**src/rtl/sm_acc_requant.sv**
```systemverilog
// sm_acc_requant: sign-magnitude dot-product accumulator with rounded, saturating 8-bit requantization
module sm_acc_requant #(
  parameter int ACC_W = 24
) (
  input  logic       clk,
  input  logic       rst_n,
  input  logic       in_valid,
  output logic       in_ready,
  input  logic [15:0] in_data,
  input  logic       in_last,
  input  logic [3:0] shift,
  output logic       out_valid,
  input  logic       out_ready,
  output logic [7:0] out_data,
  output logic       out_sat
);
  typedef enum logic [1:0] {ACC, CALC, OUT} state_t;
  localparam logic signed [ACC_W:0] SUM_MAX = {2'b00, {(ACC_W-1){1'b1}}};
  localparam logic signed [ACC_W:0] SUM_MIN = -SUM_MAX;
  state_t state_q, state_d;
  logic signed [ACC_W-1:0] acc_q, acc_d, p;
  logic signed [ACC_W:0] sum;
  logic [ACC_W-1:0] pm, mag, rnd, m;
  logic [6:0] m7;
  logic [7:0] out_data_q, out_data_d;
  logic [3:0] shift_q, shift_d;
  logic ovf_q, ovf_d, out_sat_q, out_sat_d;
  logic take, done, sat_hi, sat_lo, clip;
  logic unused_bit;
  assign unused_bit = in_data[14];
  // state register
  always_ff @(posedge clk)
    state_q <= !rst_n ? ACC : state_d;
  // next-state: a group ends on its accepted last beat, results leave on handshake
  always_comb
    state_d = (state_q == ACC && take && in_last) ? CALC :
              (state_q == CALC) ? OUT :
              (state_q == OUT && out_ready) ? ACC : state_q;
  // handshake and result outputs
  always_comb begin
    in_ready  = state_q == ACC;
    out_valid = state_q == OUT;
    out_data  = out_data_q;
    out_sat   = out_sat_q;
  end
  // saturating accumulate and requantize arithmetic
  always_comb begin
    take   = in_valid && state_q == ACC;
    done   = state_q == OUT && out_ready;
    pm     = {{(ACC_W-14){1'b0}}, in_data[13:0]};
    p      = in_data[15] ? -pm : pm;
    sum    = {acc_q[ACC_W-1], acc_q} + {p[ACC_W-1], p};
    sat_hi = sum > SUM_MAX;
    sat_lo = sum < SUM_MIN;
    mag    = acc_q[ACC_W-1] ? -acc_q : acc_q;
    rnd    = shift_q == 4'd0 ? '0 : ACC_W'(1) << (shift_q - 4'd1);
    m      = (mag + rnd) >> shift_q;
    clip   = m > ACC_W'(127);
    m7     = clip ? 7'h7f : m[6:0];
    acc_d  = done ? '0 :
             !take ? acc_q :
             sat_hi ? SUM_MAX[ACC_W-1:0] :
             sat_lo ? SUM_MIN[ACC_W-1:0] : sum[ACC_W-1:0];
    ovf_d      = done ? 1'b0 : take ? (ovf_q | sat_hi | sat_lo) : ovf_q;
    shift_d    = (take && in_last) ? shift : shift_q;
    out_data_d = state_q == CALC ? {acc_q[ACC_W-1] && m7 != 7'd0, m7} : out_data_q;
    out_sat_d  = state_q == CALC ? (clip | ovf_q) : out_sat_q;
  end
  // datapath registers
  always_ff @(posedge clk) begin
    if (!rst_n) begin
      acc_q      <= '0;
      ovf_q      <= 1'b0;
      shift_q    <= '0;
      out_data_q <= '0;
      out_sat_q  <= 1'b0;
    end else begin
      acc_q      <= acc_d;
      ovf_q      <= ovf_d;
      shift_q    <= shift_d;
      out_data_q <= out_data_d;
      out_sat_q  <= out_sat_d;
    end
  end
endmodule

```
**config.mk**
```make
export PLATFORM = sky130hd
export DESIGN_NAME = sm_acc_requant
export DESIGN_NICKNAME = d
export VERILOG_FILES = /design/src/rtl/sm_acc_requant.sv
export SDC_FILE = /design/constraint.sdc
export NUM_CORES = 1
export LEC_CHECK = 0
export BUFFER_PORTS_ARGS = -buffer_cell sky130_fd_sc_hd__buf_2
export CAP_MARGIN = 20
export CORE_MARGIN = 5
export CORE_UTILIZATION = 64
export CTS_CLUSTER_SIZE = 24
export DETAILED_ROUTE_END_ITERATION = 8
export GPL_TIMING_DRIVEN = 0
export MAX_ROUTING_LAYER = met4
export PLACE_DENSITY = 0.83
export SLEW_MARGIN = 0
export SYNTH_ARGS = -nofsm -noshare
export SYNTH_HDL_FRONTEND = slang
export SYNTH_SLANG_ARGS = --single-unit
```
**constraint.sdc**
```tcl
create_clock -name clk -period 14.2 [get_ports clk]
set_input_delay 2.13 -clock clk [delete_from_list [all_inputs] [get_ports clk]]
set_output_delay 2.13 -clock clk [all_outputs]
set_load 0.01 [all_outputs]
```
Yosys cells after proc, flatten, opt, wreduce, memory -nomap -nowiden
Cells that the tools add are included.
Widths: inputs -> output; s select.

operators by class
  mux-type cells = 9
  shift operators = 2
  equal/unequal tests = 2
  magnitude comparators = 3
  $add $sub $neg = 5
  bitwise gates (word level) = 4
  reduce and logical (&&, ||, !) cells = 13

operators with widths
  operator              number
  $mux 24               5
  $add 24x24->25        1
  $gt 25x24->1 const B  1
  $lt 25x24->1 const B  1
  $add 24x24->24        1
  $gt 24x7->1 const B   1
  $neg 14->24           1
  $neg 24->24           1
  $shl 1x4->24 const A  1
  $shr 24x4->24         1
  $mux 7                1
  $reduce_bool 7->1     1
  $logic_and 1x1->1     6
  $logic_not 4->1       1
  $mux 2                2
  $reduce_or 2->1       2
  $sub 4x1->4 const B   1
  $or 1x1->1            3
  $reduce_bool 3->1     1
  $eq 2x1->1 const B    1
  $eq 2x2->1 const B    1
  $logic_not 2->1       1
  $reduce_bool 2->1     1
  $mux 1                1
  $not 1->1             1

storage, ports and cells
  register bits after elaboration = 40
  input port bits = 25
  output and inout bits = 11

Logic depth before layout (Yosys ltp)
Gate-level depths: netlist of run 1.

  depth after elaboration = 9
  gate-level depth with buffers = 20
  mapped depth without buffers = 19

Worst setup path before layout of run 1
OpenSTA, ideal clock, no wires.

  path type = input -> register
  from = input in_data[1]
  to = register acc_q[1]
  arrival = 6394 ps
  buffers on the path = 1
  cell stages on the path = 19
  path slack = 7745 ps
  data required time = 14139 ps
  cells stage by stage = inv_1 -> ha_1 -> nand2_1 -> or3_1 -> nand2b_1 -> o21a_1 -> ha_1 -> a21o_1 -> a21o_1 -> a21oi_1 -> o21ai_0 -> a21o_1 -> a221oi_1 -> mux2i_1 -> nor2_1 -> and2_1 -> nor4_1 -> clkbuf_1 -> a221o_1

between the ends
  longest elaborated chain between the ends = 6
  elaborated cells on any way between the ends = 7
  those cells by class = 2 x add/sub; 2 x order compare; 3 x mux

RTL lines
  element               line  RTL
  start, declared       9     input logic [15:0] in_data,
  $neg 14->24           51    p = in_data[15] ? -pm : pm;
  $mux 24 *             51
  $add 24x24->25 *      52    sum = {acc_q[ACC_W-1], acc_q} + {p[ACC_W-1], p};
  $lt 25x24->1          54    sat_lo = sum < SUM_MIN;
  $mux 24               63    sat_lo ? SUM_MIN[ACC_W-1:0] : sum[ACC_W-1:0];
  $mux 24 *             62    sat_hi ? SUM_MAX[ACC_W-1:0] :
  end signal, assigned  72    acc_q <= '0;
  end signal, assigned  78    acc_q <= acc_d;
  end, declared         21    logic signed [ACC_W-1:0] acc_q, acc_d, p;

Mark *: on every way between the ends. The rest lies on a longest branch, timed or not.
A chain may end at the register's enable or synchronous reset.

Worst setup path in the final report of run 1
  from = input in_data[0]
  to = register acc_q[7]

Same word-level chain as after synthesis.

==> results_dict.tcl, run 1 <==
set metrics [dict create \
    routed_wirelength_um 18800 \
    grt_pass1_vias 6313 \
    finalSetupViolCount 0 \
    grt.overflow.total 0 \
    rsz0062_at_grt "false" \
    finalPower_mw 0.993 \
    antenna_found_initial 0 \
    synth_seq_cells 40 \
    die_w_um 106 \
    worstPathRequired_ps 14440 \
    dr.pass1.iters 6 \
    finalMaxSlewViolations 0 \
    fin_crit_ps 7430 \
    hpwl_um 15400 \
    crit_fanout 10 \
    nFillCells 759 \
    row_count 35 \
    synthTopCellsByArea "dfxtp_1 (14%), ha_1 (9.0%), xnor2_1 (7.5%), o21ai_0 (5.0%), a21oi_1 (4.8%)" \
    grt_usage_pct 33.9 \
    crit_path_cell_trace "buf_2 -> inv_1 -> ha_1 -> nand2_1 -> or3_1 -> nand2b_1 -> o31ai_1 -> xnor2_1 -> ha_1 -> clkbuf_1 -> nand3_1 -> nor2_1 -> o211ai_1 -> o21ai_0 -> a221oi_1 -> mux2i_1 -> nor2_1 -> and2_1 -> nor4_1 -> clkbuf_1 -> a221o_1" \
    post-route-period-util_pct 52.3 \
    cpMaxStageDelayCell "nor4_1" \
    status "completed" \
    fin_area_sq_mm 0.00628 \
    grt_pass1_wl_um 30400 \
    drt_iter0_drc 616 \
    avgSynthCellArea_sq_um 7.33 \
    drive_gt1_share_pct 8.92 \
    clockBufferDepth 2 \
    cts_tree "built" \
    synth_nets 868 \
    critPathMaxStageDelay_ps 830 \
    post-cts-setup-buffers 0 \
    cts_resized 0 \
    synth_cell_types 81 \
    placed_cells_incl_taps 944 \
    clkLatencyLatePin_ps 300 \
    syn2layout_area_growth_pct 7.24 \
    synth_top_area_share_pct 13.7 \
    drc_errors 0 \
    cap_violations 0 \
    min_path_type "flip-flop to flip-flop" \
    initial_core_util_pct 64.6 \
    critPathLaunch "in_data[0]" \
    h-tree-depth 2 \
    timing.hold.ws_ps 543 \
    clock.fmax_ghz 0.135 \
    tightest_slew_ps 1010 \
    port_buffers 34 \
    wl_per_cell_um 19.8 \
    die_y_um 106 \
    arrival_ps 7670 \
    r2r-start "acc_q[1]" \
    grt_max_degree 15 \
    ctsRootBufferMaster "clkbuf_8" \
    crit_type "input pin to flip-flop" \
    synth_edf_count 0 \
    via_per_inst 6.82 \
    fin_worst_skew_ps 13.8 \
    cts_made_buffers 5 \
    nets 909 \
    seq_area_frac_synth_pct 13.7 \
    gp_congestion 0.973 \
    worstSetupStartpointType "input pin" \
    yosysWarnings 0 \
    power_density_mw_per_mm2 158 \
    dieArea_sq_mm 0.0112 \
    yosys_most_used_dff "dfxtp_1" \
    dpl_cell_area_sq_mm 0.00616 \
    vias 6490 \
    core_sq_mm 0.00906 \
    synth.most_common_cell "nand2_1" \
    yosys.area.top_type "dfxtp_1" \
    synthesis.instances 799 \
    synthArstFlopShare_pct 0 \
    vdd_drop_max_mv 0.0769 \
    total_leakage_power_nw 2.45 \
    cts.sinks 40 \
    clkTransAtPathRegs_ps 90 \
    ant_nets 0 \
    synthesis.area_sq_mm 0.00586 \
    cts_hold_buf 0 \
    cp-end-kind "flip-flop" \
    hold_viol 0 \
    hp-start "out_data[4]" \
    fin_cells 952 \
    io_pins 36 \
    setup_tns_ps 0 \
    antenna_cells 0 \
    max_slew_margin_pct 32.0 \
    synthTopCellsByCount "nand2_1 (73), nor2_1 (59), o21ai_0 (59), a21oi_1 (56), xnor2_1 (50)" \
]
==> critical path, delay by kind of cell <==
kind / cells / cell delay (ps)
multiplexers: 1 / 340
AO/OA/AOI/OAI: 5 / 1280
adder cells (fa/ha/maj): 2 / 420
buffers and inverters: 4 / 950
AND/OR/NAND/NOR: 8 / 2450
XOR/XNOR: 1 / 100
==> where the power goes <==
group          total [mW]  internal (mW)  leakage (nW)  switching (mW)
clock network      0.0989         0.0530        0.0548          0.0459
logic               0.715          0.280          2.06           0.434
registers           0.180          0.136         0.330          0.0430
total               0.993          0.470          2.45           0.523
==> per-layer routing <==
layer / up-vias / wire [um] / track usage, %
met4: 0 / 1020 / 16.6
li1: 3122 / - / -
met2: 286 / 9510 / 61.8
met5: - / 0 / -
met3: 93 / 1020 / 3.18
met1: 2989 / 7260 / 36.7
==> registers in the layout (all words and copies together), names as in the netlist <==
name,cells
state_q,2
acc_q,24
shift_q,4
ovf_q,1
out_data,8
out_sat,1
==> cell type report <==
type                            instances  area (sq um)  share of cell area [%]
Timing Repair Buffer                   34           170                    2.71
Inverter                               32           120                    1.91
Sequential cell                        40           801                    12.8
Clock buffer                            5          68.8                    1.10
Clock inverter                          3          46.3                   0.737
Tap cell                              111           139                    2.21
Multi-Input combinational cell        691          4800                    76.4
Buffer                                 36           138                    2.19
==> logic make-up (layout without fill, tap and decap cells) <==
logic type	after synthesis	in the layout	share of synthesized area [%]
compound gates	295	295	34.9
simple gates	263	263	22.8
xor+xnor	71	71	10.7
buf+inv	68	110	4.40
fa+ha+maj	46	46	10.0
flops	40	40	13.7
mux	15	15	3.46
other cells	1	1	0.0640
==> cell usage in the layout, fill, tap and decap left out, types with 16 or more instances in the layout <==
cell type  synthesis  final
xor2_1            20     20
a21oi_1           56     56
a211oi_1          19     19
xnor2_1           50     50
nor3_1            28     28
nand3_1           16     16
a221o_1           17     17
nand2_1           73     73
dfxtp_1           40     40
o21ai_0           59     59
clkbuf_1          32     32
nor2_1            59     59
o21a_1            25     25
buf_2              2     36
inv_1             30     30
ha_1              42     42
==> final timing paths <==
kind                      end  cells past startpoint  slack [ps]
setup / recovery     acc_q[7]                     21        6770
hold / removal    out_data[4]                      2         540
setup reg to reg  out_data[7]                     17        8230
hold reg to reg   out_data[4]                      2         540
==> stage by stage <==
step	worst slack [ps]	utilization [%]
final	6770	69.3
after global routing	6400	69.3
after CTS	6860	69.3
after detailed placement	6540	68.0
after global placement	6760	68.0
after floorplan	7750	-
(Power assumes the default switching activity.)
==> run 2: changes to the inputs <==
Settings changed: CORE_UTILIZATION 64 to 63, PLACE_DENSITY 0.83 to 0.82.
Clock period 14.2 ns to 7.1 ns, I/O delays scaled along.
==> run 2 against run 1 <==
Against the previous run:
- die area grew 1.4%
- flip-flop and latch count is the same
- register-to-register slack lost 7000 ps
- worst hold slack lost 11 ps
- non-clock buffer count is the same
- combinational power grew 100%
- first-iteration DRC count grew 1.8%
- cell count is the same
- design area is essentially flat
- routed wire length shrank 0.41%
- via count grew 1.9%
- core utilization shrank 0.59 points
==> results_dict.tcl, run 2 (synthesis results as in run 1) <==
set metrics [dict create \
    critPathLaunch "in_data[0]" \
    grt.overflow.total 0 \
    setup_tns_ps 0 \
    critPathCapture "acc_q[20]" \
    gp_congestion 0.998 \
    min_path_type "flip-flop to flip-flop" \
    arrival_ps 6670 \
    fin_worst_skew_ps 4.49 \
    row_count 35 \
    layout_setup_ws_ps 672 \
    rsz0062_at_grt "false" \
    critPathMaxStageDelay_ps 790 \
    cap_violations 0 \
    power_density_mw_per_mm2 318 \
    grt_max_degree 14 \
    final_common_cell "nand2_1" \
    max_slew_margin_pct 35.7 \
    hold_viol 0 \
    place_ws_ps 491 \
    finalSetupViolCount 0 \
    nFillCells 769 \
    nets 909 \
    clock.fmax_ghz 0.156 \
    syn2layout_area_growth_pct 7.35 \
    worstPathRequired_ps 7340 \
    regArea_sq_um 801 \
    min_path_cells 2 \
    antenna_cells 0 \
    drt_iter0_drc 627 \
    ctsRootBufferMaster "clkbuf_8" \
    cts.sinks 40 \
    fin_crit_ps 6430 \
    largest_register_ffs 24 \
    clkTransAtPathRegs_ps 80 \
    multi_input_comb_area_sq_mm 0.00480 \
    wl_per_cell_um 19.7 \
    placed_cells_incl_taps 944 \
    io_pins 36 \
    cts_tree "built" \
    clkLatencyLatePin_ps 300 \
    cts_resized 0 \
    dr.pass1.iters 7 \
    status "completed" \
    total_leakage_power_nw 2.46 \
    tightest_slew_ps 956 \
    port_buffers 34 \
    crit_type "input pin to flip-flop" \
    clockBufferDepth 2 \
    worstSetupStartpointType "input pin" \
    core_sq_mm 0.00915 \
    hpwl_um 15200 \
    grt_pass1_wl_um 30200 \
    die_w_um 106 \
    vias 6616 \
    die_y_um 106 \
    post-route-period-util_pct 90.5 \
    antenna_found_initial 0 \
    cpMaxStageDelayCell "nor4_1" \
    r2r_end "out_data[4]" \
    drc_errors 0 \
    initial_core_util_pct 64.0 \
    drive_gt1_share_pct 8.92 \
    timing.hold.ws_ps 532 \
    finalMaxSlewViolations 0 \
    r2r_cells 18 \
    grt_pass1_vias 6330 \
    via_per_inst 6.95 \
    post-cts-setup-buffers 0 \
    dieArea_sq_mm 0.0113 \
    h-tree-depth 2 \
    cts_made_buffers 5 \
    crit_fanout 10 \
    grt_usage_pct 33.4 \
    fin_cells 952 \
    crit_path_cell_trace "buf_2 -> inv_1 -> ha_1 -> nand2_1 -> or3_1 -> nand2b_1 -> o31ai_1 -> xnor2_1 -> ha_1 -> clkbuf_1 -> nand3_1 -> nor2_1 -> o211ai_1 -> o21ai_0 -> a221oi_1 -> mux2i_1 -> nor2_1 -> and2_1 -> nor4_1 -> clkbuf_1 -> a221o_1" \
    cp-end-kind "flip-flop" \
    ant_nets 0 \
    regMostFlops "acc_q" \
    routed_wirelength_um 18700 \
    r2r-start "acc_q[23]" \
    final_cell_mix "nand2_1 (73), o21ai_0 (59), nor2_1 (59)" \
    rrSetupSlack_ps 1190 \
    vdd_drop_max_mv 0.188 \
    cts_hold_buf 0 \
]
-- run 2: final cells by class --
class	instances	area share, %
Sequential cell	40	12.7
Buffer	36	2.19
Timing Repair Buffer	34	2.71
Clock buffer	6	1.31
Clock inverter	2	0.617
Multi-Input combinational cell	691	76.3
Tap cell	111	2.21
Inverter	32	1.91
-- run 2: metal layers --
layer / global-route usage [%] / vias to the layer above / wire [um]
met5: - / - / 0
met4: 16.0 / 0 / 948
met3: 3.40 / 91 / 1210
met2: 61.7 / 355 / 9430
met1: 35.5 / 3050 / 7140
li1: - / 3120 / -
-- run 2: worst max-delay path, delay by kind of cell --
family	cells	cell delay [ps]
simple gates	8	2470
compound gates	5	1280
buf+inv	4	950
fa+ha+maj	2	430
mux	1	350
xor+xnor	1	110
-- run 2: power by group --
part,internal [mW],leakage [nW],switching (mW)
clock network,0.115,0.0614,0.0877
registers,0.273,0.330,0.0856
logic,0.561,2.06,0.875
-- run 2: how the worst min path moves through the flow --
stage / to / slack [ps] / startpoint
6_report: state_q[0] / 530 / state_q[1]
5_1_grt: out_data[6] / 560 / out_data[6]
4_1_cts: state_q[0] / 520 / state_q[0]
3_5_place_dp: state_q[0] / 500 / state_q[0]
3_3_place_gp: state_q[0] / 490 / state_q[0]
2_1_floorplan: state_q[0] / 480 / state_q[0]
-- run 2: through the flow --
step	utilization, %	instance area (sq um)	power [mW]
CTS	68.7	6290	1.95
finish	68.7	6290	2.00
floorplan	-	5860	1.40
global route	68.7	6290	2.13
global placement	67.4	6160	1.70
detailed placement	67.4	6160	1.74
